==> config.mk <==
export PLATFORM = sky130hd
export DESIGN_NAME = mac_job_sequencer
export DESIGN_NICKNAME = d
export VERILOG_FILES = /design/src/rtl/mac_job_sequencer.sv
export SDC_FILE = /design/constraint.sdc
export NUM_CORES = 1
export LEC_CHECK = 0
export CORE_MARGIN = 8
export CORE_UTILIZATION = 42
export CTS_CLUSTER_DIAMETER = 120
export DETAILED_ROUTE_END_ITERATION = 12
export GPL_TIMING_DRIVEN = 0
export PLACE_DENSITY = 0.66
export REMOVE_ABC_BUFFERS = 1
export SLEW_MARGIN = 15
export SYNTH_ARGS = -nofsm -noshare
export SYNTH_HDL_FRONTEND = slang
export SYNTH_SLANG_ARGS = --single-unit
==> constraint.sdc <==
create_clock -name clk -period 1.7 [get_ports clk]
set_input_delay 0.34 -clock clk [delete_from_list [all_inputs] [get_ports clk]]
set_output_delay 0.34 -clock clk [all_outputs]
set_load 0.05 [all_outputs]
==> src/rtl/mac_job_sequencer.sv <==
// Sequencer for one dot-product job: issues operand addresses to the MAC, waits out the output
// pipeline latency, strobes the result capture and holds a valid/ready handshake. Optional job
// cycle counter enabled by defining MAC_SEQ_PERF_CNT_EN.
module mac_job_sequencer #(
  parameter int AddrWidth  = 8,
  parameter int LenWidth   = 9,
  parameter int PipeStages = 5
) (
  input  logic                 clk,
  input  logic                 aclr,
  input  logic                 start,
  input  logic [LenWidth-1:0]  len,
  input  logic [AddrWidth-1:0] base_addr,
  output logic                 busy,
  output logic [AddrWidth-1:0] rd_addr,
  output logic                 mac_en,
  output logic                 acc_clr,
  output logic                 cap_en,
  output logic                 out_valid,
  input  logic                 out_ready
`ifdef MAC_SEQ_PERF_CNT_EN
  ,
  output logic [15:0]          job_cycles
`endif
);

  localparam int DrainWidth = (PipeStages > 1) ? $clog2(PipeStages) : 1;

  localparam logic [1:0] ST_IDLE  = 2'd0;
  localparam logic [1:0] ST_ISSUE = 2'd1;
  localparam logic [1:0] ST_DRAIN = 2'd2;
  localparam logic [1:0] ST_DONE  = 2'd3;

  logic [1:0]            state_q,     state_d;
  logic [LenWidth-1:0]   idx_q,       idx_d;
  logic [LenWidth-1:0]   len_q,       len_d;
  logic [AddrWidth-1:0]  base_q,      base_d;
  logic [DrainWidth-1:0] drain_q,     drain_d;
  logic                  busy_q,      busy_d;
  logic [AddrWidth-1:0]  rd_addr_q,   rd_addr_d;
  logic                  mac_en_q,    mac_en_d;
  logic                  acc_clr_q,   acc_clr_d;
  logic                  cap_en_q,    cap_en_d;
  logic                  out_valid_q, out_valid_d;
  logic                  accept;

  assign accept = (state_q == ST_IDLE) && start && (len != '0);

  // Outputs are registered, so each branch computes what the next cycle must show;
  // idx counts issues already scheduled, which is the offset of the next operand.
  always_comb begin
    // NOTE: every signal gets a default first so no path leaves one unassigned (no latch).
    state_d     = state_q;
    idx_d       = idx_q;
    len_d       = len_q;
    base_d      = base_q;
    drain_d     = drain_q;
    busy_d      = busy_q;
    rd_addr_d   = '0;
    mac_en_d    = 1'b0;
    acc_clr_d   = 1'b0;
    cap_en_d    = 1'b0;
    out_valid_d = out_valid_q;

    case (state_q)
      ST_IDLE: begin
        if (accept) begin
          state_d   = ST_ISSUE;
          len_d     = len;
          base_d    = base_addr;
          idx_d     = LenWidth'(1);
          busy_d    = 1'b1;
          mac_en_d  = 1'b1;
          rd_addr_d = base_addr;
          acc_clr_d = 1'b1;
        end
      end
      ST_ISSUE: begin
        if (idx_q == len_q) begin
          state_d  = ST_DRAIN;
          drain_d  = DrainWidth'(PipeStages - 1);
          cap_en_d = (PipeStages == 1);
        end else begin
          mac_en_d  = 1'b1;
          rd_addr_d = base_q + AddrWidth'(idx_q);
          idx_d     = idx_q + LenWidth'(1);
        end
      end
      ST_DRAIN: begin
        if (drain_q == '0) begin
          state_d     = ST_DONE;
          out_valid_d = 1'b1;
        end else begin
          drain_d  = drain_q - DrainWidth'(1);
          cap_en_d = (drain_q == DrainWidth'(1));
        end
      end
      ST_DONE: begin
        if (out_ready) begin
          state_d     = ST_IDLE;
          out_valid_d = 1'b0;
          busy_d      = 1'b0;
          idx_d       = '0;
        end
      end
      default: state_d = ST_IDLE;
    endcase
  end

  always_ff @(posedge clk) begin
    if (aclr) begin
      state_q     <= ST_IDLE;
      idx_q       <= '0;
      len_q       <= '0;
      base_q      <= '0;
      drain_q     <= '0;
      busy_q      <= 1'b0;
      rd_addr_q   <= '0;
      mac_en_q    <= 1'b0;
      acc_clr_q   <= 1'b0;
      cap_en_q    <= 1'b0;
      out_valid_q <= 1'b0;
    end else begin
      // NOTE: non-blocking assignments so every flop samples the pre-edge value of the others.
      state_q     <= state_d;
      idx_q       <= idx_d;
      len_q       <= len_d;
      base_q      <= base_d;
      drain_q     <= drain_d;
      busy_q      <= busy_d;
      rd_addr_q   <= rd_addr_d;
      mac_en_q    <= mac_en_d;
      acc_clr_q   <= acc_clr_d;
      cap_en_q    <= cap_en_d;
      out_valid_q <= out_valid_d;
    end
  end

  assign busy      = busy_q;
  assign rd_addr   = rd_addr_q;
  assign mac_en    = mac_en_q;
  assign acc_clr   = acc_clr_q;
  assign cap_en    = cap_en_q;
  assign out_valid = out_valid_q;

`ifdef MAC_SEQ_PERF_CNT_EN
  logic [15:0] job_cycles_q, job_cycles_d;

  // Counts the ISSUE and DRAIN cycles, i.e. acceptance through the cap_en cycle.
  always_comb begin
    job_cycles_d = job_cycles_q;
    if (accept) begin
      job_cycles_d = '0;
    end else if (((state_q == ST_ISSUE) || (state_q == ST_DRAIN)) && (job_cycles_q != 16'hFFFF)) begin
      job_cycles_d = job_cycles_q + 16'd1;
    end
  end

  always_ff @(posedge clk) begin
    if (aclr) begin
      job_cycles_q <= '0;
    end else begin
      job_cycles_q <= job_cycles_d;
    end
  end

  assign job_cycles = job_cycles_q;
`endif

endmodule

==> flow_metrics.tcl, run 1 <==
set metrics [dict create \
    outcome "complete, but fails checks" \
    violations "negative setup slack" \
    hp-start "len[5]" \
    power.switching_w 0.00223 \
    synth_compound_area_share_pct 22.6 \
    post_synth.cell_area_avg_um2 8.41 \
    synth_top_cell_by_area "dfxtp_1" \
    p_per_area_nw_per_um2 1400 \
    drive_above_1_share_pct 27.9 \
    rows 28 \
    ys_seq_area_share_pct 34.6 \
    hold_viol_final 0 \
    rsz0062_at_grt "true" \
    grt_antenna_before_repair 0 \
    fin_crit_sh_pct 100 \
    hold_path_depth 3 \
    worst_pin_slew_ps 494 \
    cts_tree "yes" \
    synthAdderAreaFrac_pct 8.64 \
    netlist_area_um2 2550 \
    cts_buffer_depth 2 \
    port_buffers 33 \
    setup_viol 2 \
    viasPerCell 5.51 \
    synthFlopType "dfxtp_1" \
    fin_area_um2 3550 \
    swShare_pct 44.8 \
    io_pins 34 \
    criticalPathCategory "reg -> reg" \
    die_h_um 93.9 \
    start_util_pct 43.3 \
    relSlewSlack_pct 67.2 \
    dieArea_um2 8820 \
    synth-seq-cells 44 \
    p_int_w 0.00274 \
    drv_cap 0 \
    fmax_ghz 0.586 \
    grt_max_degree 38 \
    num_vias 2385 \
    synthCells 303 \
    grt_overflow_total 0 \
    coreArea_um2 5890 \
    drc 0 \
    wl_per_cell_um 16.1 \
    cts-buffers-inserted 5 \
    first_global_vias 2297 \
    p_seq_share_pct 28.7 \
    die_x_um 93.9 \
    syn2layout_area_growth_pct 39.4 \
    fillers 524 \
    multi_input_area_um2 1890 \
    hp-class "in -> reg" \
    critPathMaxFanout 5 \
    finClkSkew_ps 4.91 \
    required_ps 1920 \
    start_kind "register" \
    synth_edf_count 0 \
    async_flop_share_pct 0 \
    synth_warnings 0 \
    clk_pin_slew_worst_paths_ps 80 \
    placedInstanceArea_um2 2930 \
    drtAntennaViolNets 0 \
    reg2reg_to "idx_q[0]" \
    synth.area.mux_share_pct 1.57 \
    synthDistinctLibCells 58 \
    drv_slew 0 \
    root_buffer "clkbuf_8" \
    dr.first_iter.drc_count 197 \
    synth_area_leaders "dfxtp_1 (35%), nand2_1 (8.4%), ha_1 (7.9%)" \
    synth-simple-area-share_pct 24.8 \
    fin_ws_ps -6.82 \
    n_antenna_cell 0 \
    fin_crit_ps 1710 \
    nets 395 \
    grt_pass1_wl_um 10900 \
    synth_top_family_by_area "simple AND/OR/NAND/NOR gates" \
    gp_congestion 0.865 \
    h-tree-depth 2 \
    r2r_slack_ps -7 \
    yosysTopAreaCellShare_pct 34.6 \
    final_cells 433 \
    worstHoldEndpoint "len_q[5]" \
    end_kind "register" \
    pwr-share-comb_pct 57.5 \
    crit_arrival_ps 1930 \
    drt_pass1_iterations 4 \
    dp_cells 402 \
    rr_worst_depth 6 \
    leakagePower_nw 1.34 \
    drt-total-wl_um 6980 \
    clk_latency_ps 300 \
    register_area_um2 911 \
    r2r-start "state_q[1]" \
    synthXorXnorAreaFrac_pct 4.42 \
    clkPwrFrac_pct 13.8 \
    ir_drop_mv 0.668 \
    cts_sinks 44 \
    grt_usage_pct 15.5 \
    hpwlAfterDp_um 4350 \
]
[how the worst max path moves through the flow]
stage / from / end / slack, ps
finish: state_q[1] / idx_q[0] / -7
global route: idx_q[0] / rd_addr[6] / -70
CTS: idx_q[0] / rd_addr[6] / -40
detailed placement: aclr / rd_addr[7] / -640
global placement: aclr / rd_addr[7] / -1770
floorplan: idx_q[0] / rd_addr[6] / -140
[final cells by class]
| type | count | share of cell area [%] |
|---|---|---|
| clock inverters | 2 | 0.282 |
| inverters | 12 | 1.51 |
| multi-input cells | 239 | 53.2 |
| repair buffers | 55 | 14.4 |
| clock buffers | 6 | 2.32 |
| flip-flops and latches | 44 | 25.6 |
| well taps | 75 | 2.64 |
[metal layers]
metal,part of all wire (%),GRT usage (%),vias up
met2,48,25.3,68
met5,0,0,-
met1,44,18.7,1104
met3,5.5,3.76,14
met4,2.2,7.27,0
li1,-,-,1199
[flip-flops by register name, summed over array words and instances (netlist names)]
name       count
drain_q        3
state_q        2
cap_en         1
mac_en         1
base_q         8
len_q          9
idx_q          9
rd_addr        8
busy           1
out_valid      1
acc_clr        1
[power by group through the flow]
stage	Sequential [W]	Clock (W)	Combinational, W
after CTS	0.00138	0.000705	0.00245
after global routing	0.00145	0.000746	0.00306
after detailed placement	0.00140	0	0.00206
final	0.00142	0.000687	0.00285
after floorplan	0.00162	0	0.00128
after global placement	0.00139	0	0.00204
[synthesized netlist by cell type, drive strengths merged (4+ instances only)]
cell	number
nand2	58
dfxtp	44
a21oi	36
nor2	20
ha	16
nand3	14
inv	11
xnor2	11
o21ai	8
nor2b	7
nand4	6
buf	5
clkbuf	4
mux2i	4
o311ai	4
o31ai	4
[per-stage QoR]
| step | power [W] | TNS (ps) | util (%) | setup slack (ps) | hold WS [ps] |
|---|---|---|---|---|---|
| after global routing | 0.00526 | -230 | 60.4 | -66.9 | 439 |
| after CTS | 0.00454 | -69.8 | 55.4 | -38.1 | 457 |
| final | 0.00497 | -7.57 | 60.4 | -6.82 | 414 |
| after floorplan | 0.00289 | -136 | - | -136 | 409 |
| after global placement | 0.00343 | -36840 | 49.8 | -1770 | 447 |
| after detailed placement | 0.00346 | -19340 | 49.7 | -644 | 454 |
[layout by cell type (no fill, tap or decap), types with 4 or more instances in the layout]
| cell | synthesis | routed |
|---|---|---|
| clkdlybuf4s50_1 | 0 | 9 |
| ha_4 | 0 | 9 |
| dlygate4sd2_1 | 0 | 20 |
| clkbuf_8 | 0 | 6 |
| dfxtp_1 | 44 | 34 |
| nor2b_1 | 7 | 5 |
| nor2_1 | 19 | 17 |
| nand4_1 | 5 | 5 |
| inv_1 | 11 | 4 |
| o21ai_0 | 7 | 4 |
| xnor2_2 | 1 | 7 |
| nand3_1 | 14 | 13 |
| buf_4 | 1 | 18 |
| a21oi_1 | 36 | 34 |
| nand2_1 | 57 | 56 |
| mux2i_1 | 4 | 4 |
| ha_1 | 16 | 5 |
| inv_2 | 0 | 4 |
| dfxtp_4 | 0 | 7 |
[timing repair]
item                       CTS  global route
setup buffers               11            11
gates resized for setup     64            46
pin swaps                   12            22
gates cloned                 0             1
setup endpoints to repair   54            24
hold buffers                 0             0
[cell families after synthesis]
| logic type | after synthesis |
|---|---|
| AO/OA/AOI/OAI | 78 |
| adder cells (fa/ha/maj) | 17 |
| flip-flops | 44 |
| AND/OR/NAND/NOR | 127 |
| buffers and inverters | 21 |
| XOR/XNOR | 12 |
| multiplexers | 4 |
[critical path, stage by stage (launching register included)]
cell     delay, ps
dfxtp_4        380
ha_4           170
nor2b_4        150
nor2_4         160
o21ai_4         90
or4_4          520
a31oi_1        160
(Power assumes the default switching activity.)
==> run 2, diff against run 1 <==
--- a/config.mk
+++ b/config.mk
@@ -5,9 +5,8 @@
 export SDC_FILE = /design/constraint.sdc
 export NUM_CORES = 1
 export LEC_CHECK = 0
-export CORE_MARGIN = 8
+export CORE_MARGIN = 2
 export CORE_UTILIZATION = 42
-export CTS_CLUSTER_DIAMETER = 120
 export DETAILED_ROUTE_END_ITERATION = 12
 export GPL_TIMING_DRIVEN = 0
 export PLACE_DENSITY = 0.66
==> run 2 against run 1 <==
Core utilization grew 0.60 points. Critical endpoint is now rd_addr[6]. Highest routed layer unchanged. Sequential power is essentially flat. Register-to-register slack lost 20 ps. Power grew 6.8%. Clock power grew 29%. Largest cell class unchanged. Global-route usage grew 4.9 points. Wire length shrank 1.8%. The flow still finishes with violations (negative setup slack). Worst setup slack lost 21 ps. First-iteration DRC count shrank 17%.
==> flow_metrics.tcl, run 2 (synthesis results as in run 1) <==
set metrics [dict create \
    fin_crit_sh_pct 102 \
    swShare_pct 42.9 \
    fmax_ghz 0.579 \
    io_pins 34 \
    cts_tree "yes" \
    hp-start "len[5]" \
    final_cells 439 \
    h-tree-depth 2 \
    wl_met3_um 516 \
    required_ps 1870 \
    criticalPathCategory "reg -> reg" \
    num_vias 2467 \
    hpwlAfterDp_um 4130 \
    p_seq_share_pct 26.6 \
    drv_slew 0 \
    drc 0 \
    finClkSkew_ps 5.94 \
    placedInstanceArea_um2 2930 \
    end_kind "register" \
    start_kind "register" \
    n_antenna_cell 0 \
    outcome "complete, but fails checks" \
    grt_pass1_wl_um 10500 \
    critPathMaxFanout 3 \
    pwr-share-comb_pct 56.6 \
    cts_buffer_depth 2 \
    grt_antenna_before_repair 0 \
    fin_ws_ps -28.2 \
    root_buffer "clkbuf_8" \
    hp-class "in -> reg" \
    dieArea_um2 6710 \
    ir_drop_mv 0.734 \
    p_per_area_nw_per_um2 1480 \
    grt_overflow_total 0 \
    die_x_um 81.9 \
    r2r_slack_ps -30 \
    clk_pin_slew_worst_paths_ps 80 \
    drive_above_1_share_pct 28.0 \
    largestRegisters "idx_q x9, len_q x9" \
    cts_sinks 44 \
    drv_cap 0 \
    fin_area_um2 3590 \
    nets 401 \
    relSlewSlack_pct 67.8 \
    hold_path_depth 3 \
    syn2layout_area_growth_pct 40.7 \
    drt_pass1_iterations 4 \
    postCtsHoldBufs 0 \
    crit_arrival_ps 1900 \
    cp-startpoint "idx_q[0]" \
    clkPwrFrac_pct 16.8 \
    r2r-start "idx_q[0]" \
    m1WireLength_um 2850 \
    final_common_cell "nand2_1" \
    mostFrequentLayoutCells "nand2_1 (55), a21oi_1 (35), dfxtp_1 (34), buf_4 (21), dlygate4sd2_1 (19)" \
    clk_latency_ps 300 \
    hold_viol_final 0 \
    coreArea_um2 5890 \
    first_global_vias 2256 \
    grt_max_degree 38 \
    top_layer "met4" \
    violations "negative setup slack" \
    gp_congestion 0.830 \
    rows 28 \
    start_util_pct 43.3 \
    dr.first_iter.drc_count 163 \
    worstHoldEndpoint "len_q[5]" \
    p_int_w 0.00303 \
    viasPerCell 5.62 \
    grt_usage_pct 20.4 \
    wl_per_cell_um 15.6 \
    fin_util_pct 60.9 \
    port_buffers 33 \
    whs_ps 297 \
    rr_worst_depth 7 \
    reg2reg_to "rd_addr[6]" \
    fin_crit_ps 1730 \
    leakagePower_nw 1.39 \
    drtAntennaViolNets 0 \
    cts-buffers-inserted 5 \
    wl_met2_um 3300 \
    dp_cells 402 \
    fin_tns_setup_ps -28.2 \
    worst_pin_slew_ps 485 \
    fillers 485 \
    die_h_um 81.9 \
    power.switching_w 0.00227 \
    rsz0062_at_grt "true" \
    setup_viol 1 \
    drt-total-wl_um 6850 \
]
-- run 2: cell count changes in the layout (fill, tap and decap cells not counted), sizes merged --
cell / before / now
dlygate4sd2: 20 / 19
clkdlybuf4s15: 2 / 1
bufinv: 0 / 1
buf: 22 / 28
clkinv: 3 / 1
clkbuf: 7 / 10
-- run 2: how the worst max path moves through the flow --
| stage | end |
|---|---|
| 3_3_place_gp | rd_addr[7] |
| 3_5_place_dp | rd_addr[7] |
| 2_1_floorplan | rd_addr[6] |
| 4_1_cts | rd_addr[6] |
| 5_1_grt | rd_addr[6] |
| 6_report | rd_addr[6] |
-- run 2: final cells by class --
cell class | instances | area (µm²) | area share (%)
Clock inverter | 1 | 30.0 | 0.837
Inverter | 12 | 51.3 | 1.43
Sequential cell | 44 | 908 | 25.3
Clock buffer | 7 | 96.3 | 2.69
Multi-Input combinational cell | 239 | 1850 | 51.5
Tap cell | 75 | 93.8 | 2.62
Timing Repair Buffer | 61 | 559 | 15.6
-- run 2: critical path, stage by stage, from the launching register on --
cell and delay [ps]:
dfxtp_4 370, ha_4 160, fa_2 360, a21oi_2 160, o21ai_2 70, mux2i_1 120, o31ai_1 260, a21oi_1 90
-- run 2: power groups by stage --
stage               clock network (W)  registers [W]  logic, W
global placement                    0        0.00139   0.00204
finish                       0.000889        0.00141   0.00300
CTS                          0.000901        0.00140   0.00268
floorplan                           0        0.00162   0.00128
global route                 0.000931        0.00144   0.00322
detailed placement                  0        0.00140   0.00207
-- run 2: layer usage --
| layer | GRT usage [%] | vias up |
|---|---|---|
| li1 | - | 1208 |
| met4 | 8.33 | 0 |
| met1 | 25.4 | 1133 |
| met2 | 34.1 | 104 |
| met5 | 0 | - |
| met3 | 4.51 | 22 |
-- run 2: stage by stage --
stage	setup WS [ps]	total power (W)
global route	-122	0.00559
CTS	-78.2	0.00497
floorplan	-136	0.00289
detailed placement	-657	0.00346
finish	-28.2	0.00530
global placement	-1740	0.00343
-- run 2: timing repair --
action,in CTS,in global routing
cloned,1,0
pin swaps,17,13
endpoints found under the setup margin,54,40
gates resized for setup,70,38
setup buffers,20,8
==> run 3, diff against run 2 <==
--- a/config.mk
+++ b/config.mk
@@ -5,6 +5,8 @@
 export SDC_FILE = /design/constraint.sdc
 export NUM_CORES = 1
 export LEC_CHECK = 0
+export ABC_AREA = 1
+export CORE_ASPECT_RATIO = 0.7
 export CORE_MARGIN = 2
 export CORE_UTILIZATION = 42
 export DETAILED_ROUTE_END_ITERATION = 12
==> run 3 against run 2 <==
The flow now finishes without violations. Non-clock buffer count is 17 lower. Via count is 6.4% lower. First-iteration DRC count is 6.7% higher. Worst setup slack better by 89 ps. Sequential cell count stayed put. Combinational power is 26% lower. Core utilization is 5.3 points lower. Critical path depth is 2 higher. Global-route usage hardly changed. Maximum frequency is 5.4% higher. Synthesized area is 4.8% lower. Critical endpoint unchanged.
==> flow_metrics.tcl, run 3 <==
set metrics [dict create \
    hp-class "in -> reg" \
    netlist_area_um2 2430 \
    grt_usage_pct 20.4 \
    p_int_w 0.00241 \
    drtAntennaViolNets 0 \
    die_x_um 94.9 \
    r2r-start "idx_q[0]" \
    synthFlopType "dfxtp_1" \
    rr_worst_depth 9 \
    pwr-share-comb_pct 51.3 \
    async_flop_share_pct 0 \
    drv_slew 0 \
    fin_crit_ps 1640 \
    reg2reg_to "rd_addr[6]" \
    postCtsHoldBufs 0 \
    p_per_area_nw_per_um2 1380 \
    leakagePower_nw 1.37 \
    drive_above_1_share_pct 18.3 \
    synth_warnings 0 \
    cp-startpoint "idx_q[0]" \
    synth_edf_count 0 \
    largestRegisters "idx_q x9, len_q x9" \
    drt_pass1_iterations 5 \
    worst_pin_slew_ps 646 \
    start_kind "register" \
    die_h_um 67.6 \
    power.switching_w 0.00193 \
    root_buffer "clkbuf_8" \
    synth_area_leaders "dfxtp_1 (36%), nand2_1 (12%), a21oi_1 (8.7%)" \
    synthDistinctLibCells 33 \
    cts_tree "yes" \
    r2r_slack_ps 60 \
    final_cells 452 \
    ir_drop_mv 0.487 \
    fillers 538 \
    clk_pin_slew_worst_paths_ps 90 \
    yosysTopAreaCellShare_pct 36.3 \
    io_pins 34 \
    synth_top_cell_by_area "dfxtp_1" \
    first_global_vias 2007 \
    drv_cap 0 \
    post_synth.cell_area_avg_um2 7.27 \
    clk_latency_ps 290 \
    cts_buffer_depth 2 \
    grt_max_degree 29 \
    nets 415 \
    criticalPathCategory "reg -> reg" \
    synthCells 334 \
    critPathCapture "rd_addr[6]" \
    grt_pass1_wl_um 9980 \
    gp_congestion 0.833 \
    rows 23 \
    ys_top_cells_by_count "nand2_1 (75), dfxtp_1 (44), a21oi_1 (42)" \
    wl_per_cell_um 13.4 \
    clkPwrFrac_pct 14.6 \
    dr.first_iter.drc_count 174 \
    rsz0062_at_grt "true" \
    fin_crit_sh_pct 96.4 \
    mostFrequentLayoutCells "nand2_1 (71), a21oi_1 (42), dfxtp_1 (35), inv_1 (31), nand3_1 (31)" \
    cts-buffers-inserted 5 \
    num_vias 2310 \
    coreArea_um2 5640 \
    drt-total-wl_um 6060 \
    dieArea_um2 6410 \
    n_antenna_cell 0 \
    fin_tns_setup_ps 0 \
    final_common_cell "nand2_1" \
    setup_viol 0 \
    relSlewSlack_pct 56.9 \
    h-tree-depth 2 \
    p_seq_share_pct 34.1 \
    synth-seq-cells 44 \
    p_total_w 0.00435 \
    required_ps 1920 \
    hpwlAfterDp_um 3970 \
    register_area_um2 897 \
    fmax_ghz 0.610 \
    grt_overflow_total 0 \
    ys_seq_area_share_pct 36.3 \
    cts_sinks 44 \
    outcome "finished, final reports clean" \
    drc 0 \
    dp_cells 433 \
    hold_viol_final 0 \
    start_util_pct 43.0 \
    end_kind "register" \
    grt_antenna_before_repair 0 \
    syn2layout_area_growth_pct 29.4 \
    crit_arrival_ps 1860 \
    viasPerCell 5.11 \
    port_buffers 33 \
    critPathMaxFanout 6 \
    swShare_pct 44.5 \
    whs_ps 458 \
    synth_most_common_cell "nand2_1" \
    multi_input_area_um2 1530 \
    finClkSkew_ps 8.17 \
]
-- run 3: cell families (layout without fill, tap and decap cells) --
family	after synthesis	in the layout	synth area share [%]
AO/OA/AOI/OAI	62	63	14.0
XOR/XNOR	9	9	3.56
adder cells (fa/ha/maj)	17	17	9.07
buffers and inverters	45	87	7.42
flip-flops	44	44	36.3
AND/OR/NAND/NOR	157	157	29.6
-- run 3: per-layer routing --
layer	vias to the layer above	routed length (µm)	global-route usage, %
met3	4	433	5.47
met4	0	29	5.43
li1	1175	-	-
met5	-	0	0
met2	69	2440	28.0
met1	1062	3160	31.1
-- run 3: power groups by stage --
| stage | Sequential, W | Combinational, W | Clock [W] |
|---|---|---|---|
| floorplan | 0.00162 | 0.00125 | 0 |
| global placement | 0.00146 | 0.00185 | 0 |
| detailed placement | 0.00147 | 0.00190 | 0 |
| CTS | 0.00145 | 0.00207 | 0.000644 |
| global route | 0.00151 | 0.00247 | 0.000688 |
| finish | 0.00148 | 0.00223 | 0.000635 |
-- run 3: critical path: stages (launching register included) --
cell and delay (ps):
dfxtp_4 380, ha_4 170, fa_2 380, nand3_2 90
nand2_4 70, a31oi_4 190, inv_1 50, nand2_1 50
nand3_1 60, a21oi_1 130
-- run 3: worst min path at each step --
stage	to	cells after the start	from	slack [ps]
global route	drain_q[1]	2	drain_q[1]	490
detailed placement	drain_q[1]	2	drain_q[1]	450
CTS	drain_q[1]	2	drain_q[1]	460
finish	len_q[6]	3	len[6]	460
floorplan	base_q[0]	1	aclr	410
global placement	drain_q[2]	2	drain_q[2]	450
-- run 3: area by class of cell --
class                           instances  share of cell area (%)
Clock buffer                            6                    2.31
Timing Repair Buffer                   44                    12.7
Clock inverter                          1                   0.159
Inverter                               36                    4.50
Sequential cell                        44                    28.6
Multi-Input combinational cell        246                    48.7
Tap cell                               75                    2.99
-- run 3: per-stage QoR --
step,worst slack (ps),util [%],cell area (µm²)
global route,-55.8,55.7,3140
CTS,4.23,53.0,2990
floorplan,72.9,-,2380
detailed placement,-871,49.8,2810
global placement,-830,49.8,2810
finish,60.9,55.7,3140
-- run 3: what timing repair did --
action	4_1_cts	5_1_grt
buffers inserted	5	6
setup endpoints to repair	54	35
pin swaps	2	10
gates cloned	1	0
hold endpoints to repair	0	0
resized for setup	34	30
